[src/rtl/phy_rx_pkg.sv]
// ---------------------------------------------------------------------------
// phy_rx_pkg
// Shared definitions for the multilane PHY receiver:
//   - lane_state_e    : per-lane alignment FSM states (SEARCH, ALIGN, LOCKED)
//   - DEFAULT_COMMA   : default alignment / idle byte (K28.5-style 8'hBC)
//   - groups_per_word : number of lane groups that make up one output word
// ---------------------------------------------------------------------------
package phy_rx_pkg;

    typedef enum logic [1:0] {
        ST_SEARCH = 2'd0,
        ST_ALIGN  = 2'd1,
        ST_LOCKED = 2'd2
    } lane_state_e;

    localparam logic [7:0] DEFAULT_COMMA = 8'hBC;

    // One group carries one byte from every lane.
    function automatic int groups_per_word(input int word_w, input int lanes);
        return word_w / (8 * lanes);
    endfunction

endpackage

[src/rtl/phy_rx_lane_align.sv]
// ---------------------------------------------------------------------------
// phy_rx_lane_align
// Byte aligner for a single serial lane. Hunts for the comma byte at any bit
// offset, confirms it on LOCK_CNT consecutive byte boundaries, then emits one
// byte per boundary together with a comma flag.
// Ports:
//   clk_32f    in   bit-rate clock
//   reset      in   synchronous active-high reset
//   serial_in  in   serial data, MSB of each byte first
//   locked     out  lane has achieved byte lock (sticky until reset)
//   byte_out   out  last byte captured at a boundary (held)
//   is_comma   out  byte_out equals the comma byte
//   boundary   out  one-cycle strobe: byte_out/is_comma just updated
// ---------------------------------------------------------------------------
module phy_rx_lane_align
    import phy_rx_pkg::*;
#(
    parameter logic [7:0] COMMA    = DEFAULT_COMMA,
    parameter int         LOCK_CNT = 4
) (
    input  logic       clk_32f,
    input  logic       reset,
    input  logic       serial_in,
    output logic       locked,
    output logic [7:0] byte_out,
    output logic       is_comma,
    output logic       boundary
);

    localparam logic [1:0] SEARCH = ST_SEARCH;
    localparam logic [1:0] ALIGN  = ST_ALIGN;
    localparam logic [1:0] LOCKED = ST_LOCKED;

    logic [7:0] sr_q, sr_d;
    logic [1:0] state_q, state_d;
    logic [2:0] bitc_q, bitc_d;
    logic [2:0] bc_cnt_q, bc_cnt_d;
    logic [7:0] byte_q, byte_d;
    logic       is_comma_q, is_comma_d;
    logic       boundary_q, boundary_d;

    always_comb begin
        sr_d       = {sr_q[6:0], serial_in};
        state_d    = state_q;
        // bitc wraps 7 -> 0 on its own; a boundary is the edge where it wraps
        bitc_d     = bitc_q + 3'd1;
        bc_cnt_d   = bc_cnt_q;
        byte_d     = byte_q;
        is_comma_d = is_comma_q;
        boundary_d = 1'b0;

        case (state_q)
            SEARCH: begin
                // The edge that completes a comma is itself a boundary
                if (sr_d == COMMA) begin
                    bitc_d   = 3'd0;
                    bc_cnt_d = 3'd1;
                    state_d  = ALIGN;
                end
            end
            ALIGN: begin
                if (bitc_q == 3'd7) begin
                    if (sr_d == COMMA) begin
                        bc_cnt_d = bc_cnt_q + 3'd1;
                        if (bc_cnt_q + 3'd1 == 3'(LOCK_CNT)) begin
                            state_d = LOCKED;
                        end
                    end else begin
                        bc_cnt_d = 3'd0;
                        state_d  = SEARCH;
                    end
                end
            end
            LOCKED: begin
                if (bitc_q == 3'd7) begin
                    byte_d     = sr_d;
                    is_comma_d = (sr_d == COMMA);
                    boundary_d = 1'b1;
                end
            end
            default: begin
                state_d = SEARCH;
            end
        endcase
    end

    always_ff @(posedge clk_32f) begin
        if (reset) begin
            sr_q       <= 8'h00;
            state_q    <= SEARCH;
            bitc_q     <= 3'd0;
            bc_cnt_q   <= 3'd0;
            byte_q     <= 8'h00;
            is_comma_q <= 1'b0;
            boundary_q <= 1'b0;
        end else begin
            sr_q       <= sr_d;
            state_q    <= state_d;
            bitc_q     <= bitc_d;
            bc_cnt_q   <= bc_cnt_d;
            byte_q     <= byte_d;
            is_comma_q <= is_comma_d;
            boundary_q <= boundary_d;
        end
    end

    assign locked   = (state_q == LOCKED);
    assign byte_out = byte_q;
    assign is_comma = is_comma_q;
    assign boundary = boundary_q;

endmodule

[src/rtl/phy_rx_multilane.sv]
// ---------------------------------------------------------------------------
// phy_rx_multilane
// LANES-wide serial receiver. Each lane aligns independently on the comma
// byte; once every lane is locked, byte groups are striped into WORD_W-bit
// words (first group in the MSBs, lane 0 most significant within a group).
// Ports:
//   clk_32f      in   bit-rate clock
//   reset        in   synchronous active-high reset
//   serial_in    in   bit i = lane i serial data
//   salida       out  last assembled word, held between strobes
//   valid_out    out  one-cycle strobe: salida holds a new word
//   lane_locked  out  per-lane lock status
//   active       out  all lanes locked
//   err          out  one-cycle strobe: mixed comma/data group while active
// ---------------------------------------------------------------------------
module phy_rx_multilane
    import phy_rx_pkg::*;
#(
    parameter int         LANES    = 2,
    parameter int         WORD_W   = 32,
    parameter logic [7:0] COMMA    = DEFAULT_COMMA,
    parameter int         LOCK_CNT = 4
) (
    input  logic              clk_32f,
    input  logic              reset,
    input  logic [LANES-1:0]  serial_in,
    output logic [WORD_W-1:0] salida,
    output logic              valid_out,
    output logic [LANES-1:0]  lane_locked,
    output logic              active,
    output logic              err
);

    localparam int GW     = 8 * LANES;
    localparam int G      = groups_per_word(WORD_W, LANES);
    localparam int SLOT_W = (G > 1) ? $clog2(G) : 1;

    logic [7:0]       lane_byte [LANES];
    logic [LANES-1:0] lane_is_comma;
    logic [LANES-1:0] lane_boundary;

    for (genvar i = 0; i < LANES; i++) begin : g_lane
        phy_rx_lane_align #(
            .COMMA    (COMMA),
            .LOCK_CNT (LOCK_CNT)
        ) u_align (
            .clk_32f   (clk_32f),
            .reset     (reset),
            .serial_in (serial_in[i]),
            .locked    (lane_locked[i]),
            .byte_out  (lane_byte[i]),
            .is_comma  (lane_is_comma[i]),
            .boundary  (lane_boundary[i])
        );
    end

    // Lanes are skew-free, so only lane 0 times the groups; the remaining
    // strobes are redundant and deliberately left unused.
    logic unused_boundaries;
    assign unused_boundaries = ^lane_boundary;

    assign active = &lane_locked;

    logic [GW-1:0]     group;
    logic [SLOT_W-1:0] slot_q, slot_d;
    logic [WORD_W-1:0] word_q, word_d;
    logic [WORD_W-1:0] salida_q, salida_d;
    logic              valid_q, valid_d;
    logic              err_q, err_d;

    always_comb begin
        group = '0;
        for (int i = 0; i < LANES; i++) begin
            group[GW-1-8*i -: 8] = lane_byte[i];
        end
    end

    always_comb begin
        slot_d   = slot_q;
        word_d   = word_q;
        salida_d = salida_q;
        valid_d  = 1'b0;
        err_d    = 1'b0;

        if (active && lane_boundary[0]) begin
            if (&lane_is_comma) begin
                // Idle group: keeps any partial word intact
                slot_d = slot_q;
            end else if (~|lane_is_comma) begin
                for (int s = 0; s < G; s++) begin
                    if (slot_q == SLOT_W'(s)) begin
                        word_d[WORD_W-1-s*GW -: GW] = group;
                    end
                end
                if (slot_q == SLOT_W'(G - 1)) begin
                    salida_d = word_d;
                    valid_d  = 1'b1;
                    slot_d   = '0;
                end else begin
                    slot_d = slot_q + SLOT_W'(1);
                end
            end else begin
                // Stale slots are overwritten by the next word, so only the
                // pointer needs to restart
                err_d  = 1'b1;
                slot_d = '0;
            end
        end
    end

    always_ff @(posedge clk_32f) begin
        if (reset) begin
            slot_q   <= '0;
            word_q   <= '0;
            salida_q <= '0;
            valid_q  <= 1'b0;
            err_q    <= 1'b0;
        end else begin
            slot_q   <= slot_d;
            word_q   <= word_d;
            salida_q <= salida_d;
            valid_q  <= valid_d;
            err_q    <= err_d;
        end
    end

    assign salida    = salida_q;
    assign valid_out = valid_q;
    assign err       = err_q;

endmodule

[config.mk]
export PLATFORM = sky130hd
export DESIGN_NAME = phy_rx_multilane
export DESIGN_NICKNAME = d
export VERILOG_FILES = /design/src/rtl/phy_rx_pkg.sv /design/src/rtl/phy_rx_lane_align.sv /design/src/rtl/phy_rx_multilane.sv
export SDC_FILE = /design/constraint.sdc
export NUM_CORES = 1
export LEC_CHECK = 0
export CORE_MARGIN = 2
export CORE_UTILIZATION = 54
export DETAILED_ROUTE_END_ITERATION = 10
export PLACE_DENSITY = 0.77
export SLEW_MARGIN = 20
export SYNTH_ARGS = -nofsm -noshare
export SYNTH_HDL_FRONTEND = slang
export SYNTH_SLANG_ARGS = --single-unit
[constraint.sdc]
create_clock -name clk_32f -period 2.3 [get_ports clk_32f]
set_input_delay 0.23 -clock clk_32f [delete_from_list [all_inputs] [get_ports clk_32f]]
set_output_delay 0.23 -clock clk_32f [all_outputs]
set_load 0.005 [all_outputs]
==> summary.txt <==
Drt
  • Routed length per placed instance: 12.49 um
  • Initial drt markers: 129
  • DRC: 0
  • Post-DR vias/cell: 5.304
  • Routed Antenna Nets: 0
  • Routed vias: 2721
  • Pre-antenna DRT Iters: 5
  • DRT Wirelength: 6408 um

GRT
  • Initial antenna violation count: 0
  • Vias in the first global route: 2561
  • Grt ovf: 0
  • Largest net degree at the start of global routing: 50
  • GRT Overall Usage: 19.09%
  • Global-route wire length before repair: 11450 um

Synth
  • Syn avg cell area: 9.139 sq um
  • Synth cell count leaders: dfxtp_1 (100), nand2_1 (75), nor2_1 (42), a21oi_1 (38), mux2i_1 (33)
  • Post-synthesis adder-cell area fraction: 2.711%
  • Synth warn: 0
  • Synth cell types: 36
  • Compound-Gate Fraction of Synth Area: 8.099%
  • Top-count cell post-synth: dfxtp_1
  • Post-Synth Simple-Gate Area: 20.74%
  • Post-synthesis mux area share: 8.946%
  • Sequential area share after synthesis: 54.22%
  • Syn Std Cell Area: 3692 sq um
  • Largest family of logic cells by synthesized area: simple AND/OR/NAND/NOR gates
  • Synth area leader: dfxtp_1
  • Area contributors post-synth: dfxtp_1 (54%), mux2i_1 (8.9%), nand2_1 (7.6%), a21oi_1 (5.2%), nor2_1 (4.3%)
  • Mapped Cells: 404
  • Post-synth EDFFs: 0
  • Fraction of registers with async set/reset: 0%
  • Synth Flop Type: dfxtp_1
  • Syn nets: 416
  • Top-area cell type share of the netlist area: 54.22%
  • Synth Area in XOR/XNOR: 0.7116%
  • Synth Register Bits: 100

Place
  • Cells after DPL: 497
  • Placer Congestion: 0.7686
  • Post-DP HPWL: 4380 um
  • Port bufs: 40

Die
  • Die Width: 86.69 um
  • Core area: 6719 sq um
  • I/O Pins: 41
  • Die Y: 86.69 um
  • Initial core utilization: 54.95%
  • Die area: 7515 sq um
  • Rows: 30

Clocking
  • Clock transition at path regs: 0.09 ns
  • Worst skew pair latency: 0.35 ns
  • Postcts setup bufs: 0
  • Hold-fix buffers, CTS: 0
  • CTS resizes: 0
  • Clock sink total: 100
  • CTS root buffer: clkbuf_8
  • H-tree Lvls: 3
  • CTS tree: yes
  • TritonCTS buffer count: 9
  • Clk buf depth: 2

STA
  • Worst slew pin tran: 0.6278 ns
  • Post-route minimum period: 2.038 ns
  • Tcrit/Tclk final: 88.60%
  • Clock Skews: 0.009004 ns
  • FMAX: 490.7 MHz
  • Setup Viol. Count Final: 0
  • RSZ-0062 raised after global routing: false
  • Hold Vio Cnt, Final: 0
  • Setup tns final: 0 ns
  • Relative slew slack: 57.76%
  • Slew Viols, Final: 0

Finish
  • # diodes: 0
  • Final std cells w/o fill: 513
  • Share of cells above drive strength 1: 5.081%
  • Filler Cell Count: 568
  • Multi-input gate area: 1521 sq um
  • Seq. cell area: 2002 sq um
  • Area Growth Syn to Fin: 15.72%
  • Fin nets: 440

Critical path
  • CP Launch Type: flop
  • WP data arrival: 1.81 ns
  • Endpoint class of the critical path: output pin
  • RR Startpoint: g_lane[1].u_align.sr_q[5]
  • Crit path kind: reg -> out
  • WP data required: 2.07 ns
  • CP Max Fanout: 11
  • CP max stage delay: 0.57 ns
  • CP Cell Sequence: nor2b_1, clkdlybuf4s50_1
  • Slowest CP cell: clkdlybuf4s50_1
  • CP startpoint: g_lane[1].u_align.state_q[1]

Run status
  • Status: finished, final reports clean

Power and ir drop
  • Worst VDD drop: 0.0002565 V
  • Leakage power: 0.001747 uW
  • Pwr dens: 659.2 nW/um^2

Hold path
  • Worst min path class: in -> reg
  • Worst hold start: reset

Job
  • Max_cap viols: 0
==> kinds of logic (layout without fill, tap and decap cells) <==
group / Yosys count / in the layout
multiplexers: 33 / 33
AO/OA/AOI/OAI: 54 / 54
buffers and inverters: 39 / 68
flip-flops: 100 / 100
adder cells (fa/ha/maj): 8 / 8
AND/OR/NAND/NOR: 167 / 167
XOR/XNOR: 3 / 3
==> cell type report <==
type,instances,share of cell area [%]
clock buffers,11,3.309
clock inverters,5,0.8492
flip-flops and latches,100,46.85
multi-input cells,265,35.61
repair buffers,45,10.42
inverters,7,0.6149
well taps,80,2.343
==> final timing paths <==
| kind | endpoint | slack (ns) | cells past startpoint |
|---|---|---|---|
| setup / recovery | lane_locked[1] | 0.26 | 2 |
| hold / removal | g_lane[0].u_align.state_q[1] | 0.34 | 2 |
| setup reg to reg | g_lane[1].u_align.bc_cnt_q[1] | 0.54 | 4 |
| hold reg to reg | g_lane[0].u_align.bitc_q[0] | 0.44 | 1 |
==> worst max-delay path: cells and delay by family (launching register included) <==
family	cells	cell delay (ns)
simple gates	1	0.36
buf+inv	1	0.57
flops	1	0.54
==> power breakdown <==
part	switching (uW)	internal (uW)	total, uW
Combinational	36.0	20.4	56.5
Clock	582	428	1010
Sequential	6.52	1740	1750
==> metrics by stage <==
| step | cell area [sq um] | setup WS [ns] | total power, uW | utilization [%] | hold WS [ns] |
|---|---|---|---|---|---|
| finish | 4273 | 0.2623 | 2817 | 63.59 | 0.3391 |
| global route | 4273 | 0.1787 | 2927 | 63.59 | 0.3660 |
| CTS | 4273 | 0.2598 | 2846 | 63.59 | 0.3392 |
| detailed placement | 4095 | 0.3507 | 1848 | 60.95 | 0.4352 |
| global placement | 4095 | 0.3720 | 1846 | 60.95 | 0.4085 |
| floorplan | 3692 | 0.6894 | 1830 | - | 0.3582 |
==> flip-flops by register name, summed over array words and instances (netlist names) <==
register	cells
g_lane.u_align.is_comma	2
err	1
g_lane.u_align.byte_out	16
g_lane.u_align.bc_cnt_q	6
word_q	16
g_lane.u_align.bitc_q	6
salida	32
g_lane.u_align.boundary	1
g_lane.u_align.state_q	4
slot_q	1
g_lane.u_align.sr_q	14
valid_out	1
==> metal layers <==
metal	GRT usage (%)	routed length (um)
met5	0	0
met4	6.392	57
met3	5.143	195
met2	31.47	3041
met1	24.30	3114
==> layout by cell type (no fill, tap or decap), types with 2 or more instances in the layout <==
cell type / netlist / final
clkinv_2: 0 / 2
or3_1: 2 / 2
nand4b_1: 3 / 3
buf_4: 3 / 4
a21oi_1: 38 / 38
inv_1: 7 / 7
clkbuf_8: 0 / 10
clkinv_4: 0 / 2
o21ai_0: 4 / 4
xor2_1: 2 / 2
mux2i_1: 33 / 33
clkdlybuf4s50_1: 0 / 39
o21a_1: 2 / 2
nand3b_1: 2 / 2
nand4_1: 3 / 3
o211ai_1: 2 / 2
a31oi_1: 3 / 3
nand3_1: 6 / 6
nor4_1: 3 / 3
nor2b_1: 18 / 18
nand2_1: 75 / 75
nor3b_1: 2 / 2
dfxtp_1: 100 / 100
nor3_1: 5 / 5
ha_1: 8 / 8
nor2_1: 42 / 42
No activity file was read; power rests on OpenSTA's default activity.
